--- src/rtl/fir_ctrl_pkg.sv ---
// Shared types and helpers for the FIR coefficient scheduler.
// Holds FSM encodings, counter sizing and tap-slice addressing.
package fir_ctrl_pkg;

  typedef enum logic [1:0] {
    ST_EMPTY,
    ST_RUN,
    ST_DRAIN,
    ST_SWAP
  } main_state_t;

  typedef enum logic [1:0] {
    LD_LOAD,
    LD_FULL,
    LD_SKIP
  } ld_state_t;

  function automatic int inflight_w(input int max_inflight);
    return $clog2(max_inflight + 1);
  endfunction

  function automatic int coef_lsb(input int k, input int w);
    return k * w;
  endfunction

endpackage

--- src/rtl/fir_coef_loader.sv ---
// Shadow coefficient bank loader with set framing checks.
// Malformed sets raise a sticky error and are discarded.
module fir_coef_loader
  import fir_ctrl_pkg::*;
#(
  parameter int NUM_TAPS   = 8,
  parameter int DATA_WIDTH = 32
) (
  input  logic                           clk,
  input  logic                           rst,
  input  logic                           coef_valid,
  output logic                           coef_ready,
  input  logic [DATA_WIDTH-1:0]          coef_data,
  input  logic                           coef_last,
  input  logic                           allow,
  input  logic                           swap,
  output logic [NUM_TAPS*DATA_WIDTH-1:0] shadow,
  output logic                           full,
  output logic                           err
);

  localparam int XW = $clog2(NUM_TAPS);
  localparam logic [XW-1:0] LAST_IDX = XW'(NUM_TAPS - 1);

  ld_state_t       ld, ld_nx;
  logic [XW-1:0]   idx, idx_nx;
  logic            err_nx;
  logic            beat;
  logic            at_last;

  assign coef_ready = ((ld == LD_LOAD) || (ld == LD_SKIP)) && allow;
  assign beat       = coef_valid && coef_ready;
  assign at_last    = (idx == LAST_IDX);
  assign full       = (ld == LD_FULL);

  always_comb begin
    ld_nx  = ld;
    idx_nx = idx;
    err_nx = err;
    unique case (ld)
      LD_LOAD: begin
        if (beat) begin
          if (at_last) begin
            idx_nx = '0;
            if (coef_last) begin
              ld_nx = LD_FULL;
            end else begin
              err_nx = 1'b1;
              ld_nx  = LD_SKIP;
            end
          end else if (coef_last) begin
            err_nx = 1'b1;
            idx_nx = '0;
          end else begin
            idx_nx = idx + 1'b1;
          end
        end
      end
      LD_SKIP: begin
        if (beat && coef_last) ld_nx = LD_LOAD;
      end
      LD_FULL: begin
        if (swap) begin
          ld_nx  = LD_LOAD;
          idx_nx = '0;
        end
      end
      default: ld_nx = LD_LOAD;
    endcase
    if (swap) err_nx = 1'b0;
  end

  always_ff @(posedge clk) begin
    if (rst) begin
      ld  <= LD_LOAD;
      idx <= '0;
      err <= 1'b0;
    end else begin
      ld  <= ld_nx;
      idx <= idx_nx;
      err <= err_nx;
    end
  end

  // Partial writes of a rejected set are harmless: full never rises for it.
  always_ff @(posedge clk) begin
    if (rst) begin
      shadow <= '0;
    end else if (ld == LD_LOAD && beat) begin
      shadow[coef_lsb(int'(idx), DATA_WIDTH) +: DATA_WIDTH] <= coef_data;
    end
  end

endmodule

--- src/rtl/fir_coef_sched.sv ---
// FIR coefficient scheduler: gates samples into tap 0, drains
// the chain and swaps the active coefficient bank glitch-free.
module fir_coef_sched
  import fir_ctrl_pkg::*;
#(
  parameter int NUM_TAPS     = 8,
  parameter int DATA_WIDTH   = 32,
  parameter int MAX_INFLIGHT = 64,
  localparam int IW          = inflight_w(MAX_INFLIGHT)
) (
  input  logic                           clk,
  input  logic                           rst,
  input  logic                           s_coef_tvalid,
  output logic                           s_coef_tready,
  input  logic [DATA_WIDTH-1:0]          s_coef_tdata,
  input  logic                           s_coef_tlast,
  input  logic                           commit,
  input  logic                           s_data_tvalid,
  output logic                           s_data_tready,
  input  logic [DATA_WIDTH-1:0]          s_data_tdata,
  output logic                           m_data_tvalid,
  input  logic                           m_data_tready,
  output logic [DATA_WIDTH-1:0]          m_data_tdata,
  input  logic                           tail_valid,
  input  logic                           tail_ready,
  output logic [NUM_TAPS*DATA_WIDTH-1:0] tap_mult,
  output logic [NUM_TAPS-1:0]            tap_mult_valid,
  output logic                           active,
  output logic                           coef_err,
  output logic [IW-1:0]                  inflight
);

  localparam logic [IW-1:0] MAX_C = IW'(MAX_INFLIGHT);

  main_state_t st, st_nx;
  logic [NUM_TAPS*DATA_WIDTH-1:0] shadow;
  logic [NUM_TAPS*DATA_WIDTH-1:0] bank;
  logic full;
  logic swap;
  logic open;
  logic head;
  logic tail;

  assign swap = (st == ST_SWAP);

  fir_coef_loader #(
    .NUM_TAPS  (NUM_TAPS),
    .DATA_WIDTH(DATA_WIDTH)
  ) u_loader (
    .clk       (clk),
    .rst       (rst),
    .coef_valid(s_coef_tvalid),
    .coef_ready(s_coef_tready),
    .coef_data (s_coef_tdata),
    .coef_last (s_coef_tlast),
    .allow     (!((st == ST_DRAIN) || swap)),
    .swap      (swap),
    .shadow    (shadow),
    .full      (full),
    .err       (coef_err)
  );

  always_comb begin
    st_nx = st;
    unique case (st)
      ST_EMPTY: if (commit && full) st_nx = ST_SWAP;
      ST_RUN:   if (commit && full) st_nx = ST_DRAIN;
      ST_DRAIN: if (inflight == '0) st_nx = ST_SWAP;
      ST_SWAP:  st_nx = ST_RUN;
      default:  st_nx = ST_EMPTY;
    endcase
  end

  always_ff @(posedge clk) begin
    if (rst) st <= ST_EMPTY;
    else     st <= st_nx;
  end

  assign open          = (st == ST_RUN) && (inflight < MAX_C);
  assign m_data_tvalid = s_data_tvalid && open;
  assign s_data_tready = m_data_tready && open;
  assign m_data_tdata  = s_data_tdata;

  assign head = s_data_tvalid && s_data_tready;
  assign tail = tail_valid && tail_ready;

  always_ff @(posedge clk) begin
    if (rst) begin
      inflight <= '0;
    end else if (head && !tail) begin
      inflight <= inflight + 1'b1;
    end else if (tail && !head && inflight != '0) begin
      inflight <= inflight - 1'b1;
    end
  end

  always_ff @(posedge clk) begin
    if (rst)       bank <= '0;
    else if (swap) bank <= shadow;
  end

  // Taps keep their multipliers while draining so in-flight samples finish.
  assign tap_mult       = bank;
  assign tap_mult_valid = {NUM_TAPS{(st == ST_RUN) || (st == ST_DRAIN)}};
  assign active         = (st == ST_RUN);

endmodule

--- config.mk ---
export PLATFORM = sky130hd
export DESIGN_NAME = fir_coef_sched
export DESIGN_NICKNAME = d
export VERILOG_FILES = /design/src/rtl/fir_ctrl_pkg.sv /design/src/rtl/fir_coef_loader.sv /design/src/rtl/fir_coef_sched.sv
export SDC_FILE = /design/constraint.sdc
export NUM_CORES = 1
export LEC_CHECK = 0
export CORE_MARGIN = 3
export CORE_UTILIZATION = 46
export DETAILED_ROUTE_END_ITERATION = 10
export PLACE_DENSITY = 0.69
export RECOVER_POWER = 100
export SETUP_SLACK_MARGIN = 0.2
export SLEW_MARGIN = 10
export SYNTH_ARGS = -nofsm -noshare
export SYNTH_HDL_FRONTEND = slang
export SYNTH_SLANG_ARGS = --single-unit
--- constraint.sdc ---
create_clock -name clk -period 7.81 [get_ports clk]
set_input_delay 2.343 -clock clk [delete_from_list [all_inputs] [get_ports clk]]
set_output_delay 2.343 -clock clk [all_outputs]
set_load 0.01 [all_outputs]
==> reports/summary.txt <==
status: finished with violations
violated checks: max-capacitance violations, max-slew violations
synthesis warning total: 0
root buf cell: sky130_fd_sc_hd__clkbuf_16
via count of the first global-routing pass: 14,730
startpoint of the worst setup timing path: st[0]
terminus of the critical flop-to-flop path: u_loader.shadow[65]
number of standard cells after synthesis: 2,041
type of element launching the critical path: flop
number of synthesized flops with an enable pin: 0
half-perimeter wire length of the detailed placement result: 37.42 mm
Pint: 4.765 mW
Worst Path Max Fanout: 56
fraction of synthesis flops using an asynchronous set or reset pin: 0%
post-layout minimum cycle time: 6.320 ns
minimum setup slack among reg-to-reg paths: 1.49 ns
launch instance of the worst register-to-register path: st[0]
GRT Residual Overflow: 0
Max Clock Freq: 158.2 MHz
global-route wire length before repair: 89.68 mm
detailed-route vias per instance: 5.228
number of port buffers: 316
part of the Yosys area used for sequential elements: 50.99%
sequential share of power: 43.3%
top cell type by total area after synthesis: sky130_fd_sc_hd__dfxtp_1
count of endpoints failing setup in the final report: 0
Worst Max-Slew Pin Slew: 4.426 ns
syn_area_per_cell: 10.14 um2
post-synthesis register bit count: 527
effective utilization at floorplan: 46.69%
net count after synthesis: 2,130
number of nets with antenna violations after detailed routing: 0
area of the die: 47,560 um2
total global routing track utilization: 24.42%
setup repair bufs after CTS: 0
switching power: 1.699 mW
total power density per cell area: 251.7 nW/um2
most frequently used cell type in the post-synthesis netlist: sky130_fd_sc_hd__dfxtp_1
count of instances resized after the clock tree is built: 0
number of core rows: 77
clock skew: 0.01436 ns
fraction of final layout cells with drive strength greater than 1: 4.978%
Post-Place Worst Slack: 1.961 ns
Min-Delay Path Class: flop to flop
hold-fix buffers at CTS: 0
I/O pin count: 381
Die Span X: 218.1 um
Cell Area, Synth: 20,690 um2
Worst R2R Path Depth: 6
last element of the critical path: u_loader.shadow[65]
total via count in the routed design: 15,070
area share of the largest cell type after synthesis: 50.99%
cell leakage power: 11.07 nW
core utilization of the finished layout: 57.95%
clock transition at the registers of the reported paths: 0.06 ns
Placer Congestion: 0.8719
worst rel slew slack: -195.1%
Placed Cells: 2,782
count of placed standard cells in the final layout, fillers left out: 2,882
Setup TNS: 0 ns
source of the worst hold timing path: u_loader.shadow[10]
net count of the finished layout: 2,337
leading post-synthesis cells by instance count: sky130_fd_sc_hd__dfxtp_1, sky130_fd_sc_hd__mux2i_1, sky130_fd_sc_hd__nor2_1, sky130_fd_sc_hd__nand2b_1, sky130_fd_sc_hd__nand2_1
final hold viol count: 0
CTS tree: done
CP Data Arrival Time: 6.79 ns
detail-routed net length per standard cell: 20.51 um
IR drop worst, VDD: 148.9 uV
maximum number of pins on one net before global-route repair: 257
Fin Hold WS: 0.4552 ns
endpoint kind of the worst setup timing path: flop
dominant register cell in the synthesized netlist: sky130_fd_sc_hd__dfxtp_1
number of violations of the max-capacitance limit: 4
combinational cell fraction of total power: 15.4%
RSZ-0062 raised after global routing: false
Longest Clk Path Bufs: 3
Detailed Route Iter0 Violations: 1,011
placeable core area: 44,320 um2
distinct cell type count of the synthesized netlist: 51
# H-tree levels: 2
type of the worst setup path: flop to flop
clock network fraction of total power: 41.3%
area growth from synthesis to final layout: 24.12%
period utilisation layout: 80.93%
TritonRoute pass-1 iters: 7
number of max-slew violations in the final report: 379
Clock Sink Count: 527
insertion delay to the later sink of the worst-skew pair: 0.59 ns
Final WS setup: 1.490 ns
CTS Buf Count: 56
required time at the endpoint of the critical path: 8.28 ns
DRC violation count after routing: 0
initial antenna violation count: 0
detailed-route wire length: 59.12 mm
diode count: 0
Sw Ratio: 26.29%
Die Ht: 218.1 um
ranking of synthesized cells by area: sky130_fd_sc_hd__dfxtp_1, sky130_fd_sc_hd__mux2i_1, sky130_fd_sc_hd__nand2b_1
-- flip-flops by register name, indices dropped and copies added (netlist names) --
name             cells
inflight             7
st                   2
u_loader.err         1
u_loader.idx         3
tap_mult           256
u_loader.ld          2
u_loader.shadow    256
-- area by class of cell --
cell class                 instances  area [um2]
fill                            3837       18640
sequential                       527       10550
multi-input combinational       1322        9221
timing repair buffer             332        3291
clock buffer                      76        1568
tap                              592       740.7
clock inverter                    24       276.5
inverter                           9       33.78
-- worst min-delay path by stage --
| stage | cells past startpoint | end | slack [ns] |
|---|---|---|---|
| after global routing | 2 | u_loader.shadow[2] | 0.48 |
| after global placement | 2 | u_loader.shadow[27] | 0.44 |
| after CTS | 2 | u_loader.shadow[2] | 0.46 |
| final | 2 | u_loader.shadow[10] | 0.46 |
| after floorplan | 2 | u_loader.shadow[0] | 0.44 |
| after detailed placement | 2 | u_loader.shadow[13] | 0.45 |
-- metrics by stage --
stage | area (um2) | total power, mW
floorplan | 20690 | 3.559
detailed placement | 23910 | 3.866
CTS | 25760 | 6.528
global route | 25680 | 6.693
finish | 25680 | 6.464
global placement | 23910 | 3.837
-- kinds of logic after synthesis --
kind of cell    share of synthesized area (%)
compound gates                          2.159
mux                                     23.22
xor+xnor                              0.08467
fa+ha+maj                               1.004
buf+inv                                 4.414
flops                                   50.99
simple gates                            18.13
-- power by group through the flow --
stage / clock network (mW) / logic, mW / registers [mW]
final: 2.67 / 0.996 / 2.80
after global placement: 0 / 0.983 / 2.85
after floorplan: 0 / 0.710 / 2.85
after global routing: 2.83 / 1.06 / 2.80
after CTS: 2.72 / 1.01 / 2.80
after detailed placement: 0 / 1.01 / 2.86
-- layer usage --
layer / track usage (%) / vias to the layer above / share of wire, % / routed length (um)
met3: 5.239 / 81 / 5.9 / 3490
met1: 33.39 / 7352 / 46 / 26940
met2: 38.89 / 403 / 46 / 27170
met5: 0 / - / 0 / 0
li1: - / 7231 / - / -
met4: 7.306 / 0 / 2.6 / 1521
-- critical path, cell delays in order (launching register included) --
cell and delay, ns:
sky130_fd_sc_hd__dfxtp_1 0.35, sky130_fd_sc_hd__ha_1 0.23, sky130_fd_sc_hd__clkbuf_1 1.49, sky130_fd_sc_hd__or4b_1 1.14, sky130_fd_sc_hd__nor4b_1 0.72, sky130_fd_sc_hd__nand3_1 1.62, sky130_fd_sc_hd__mux2i_1 0.62
-- cells in the final DEF, fill, tap and decap left out, types with 3 or more instances in the layout --
cell and count:
sky130_fd_sc_hd__mux2i_1 480, sky130_fd_sc_hd__clkdlybuf4s50_1 39, sky130_fd_sc_hd__clkbuf_8 7, sky130_fd_sc_hd__buf_4 12, sky130_fd_sc_hd__a211o_1 3, sky130_fd_sc_hd__nor2_1 265
sky130_fd_sc_hd__a21o_1 4, sky130_fd_sc_hd__ha_1 15, sky130_fd_sc_hd__a311oi_1 3, sky130_fd_sc_hd__nand3b_1 32, sky130_fd_sc_hd__dlygate4sd3_1 276, sky130_fd_sc_hd__nand2_1 114
sky130_fd_sc_hd__clkbuf_16 57, sky130_fd_sc_hd__dfxtp_1 527, sky130_fd_sc_hd__o21ai_0 4, sky130_fd_sc_hd__inv_1 8, sky130_fd_sc_hd__nand2_2 4, sky130_fd_sc_hd__clkinv_2 17
sky130_fd_sc_hd__nand2b_1 224, sky130_fd_sc_hd__nor3_1 7, sky130_fd_sc_hd__a2111oi_0 4, sky130_fd_sc_hd__nand3_1 77, sky130_fd_sc_hd__clkbuf_1 14, sky130_fd_sc_hd__nor2b_1 3
sky130_fd_sc_hd__nor3b_1 3, sky130_fd_sc_hd__a21oi_1 42, sky130_fd_sc_hd__bufinv_16 6, sky130_fd_sc_hd__nor4_1 3
No activity file was read; power rests on OpenSTA's default activity.
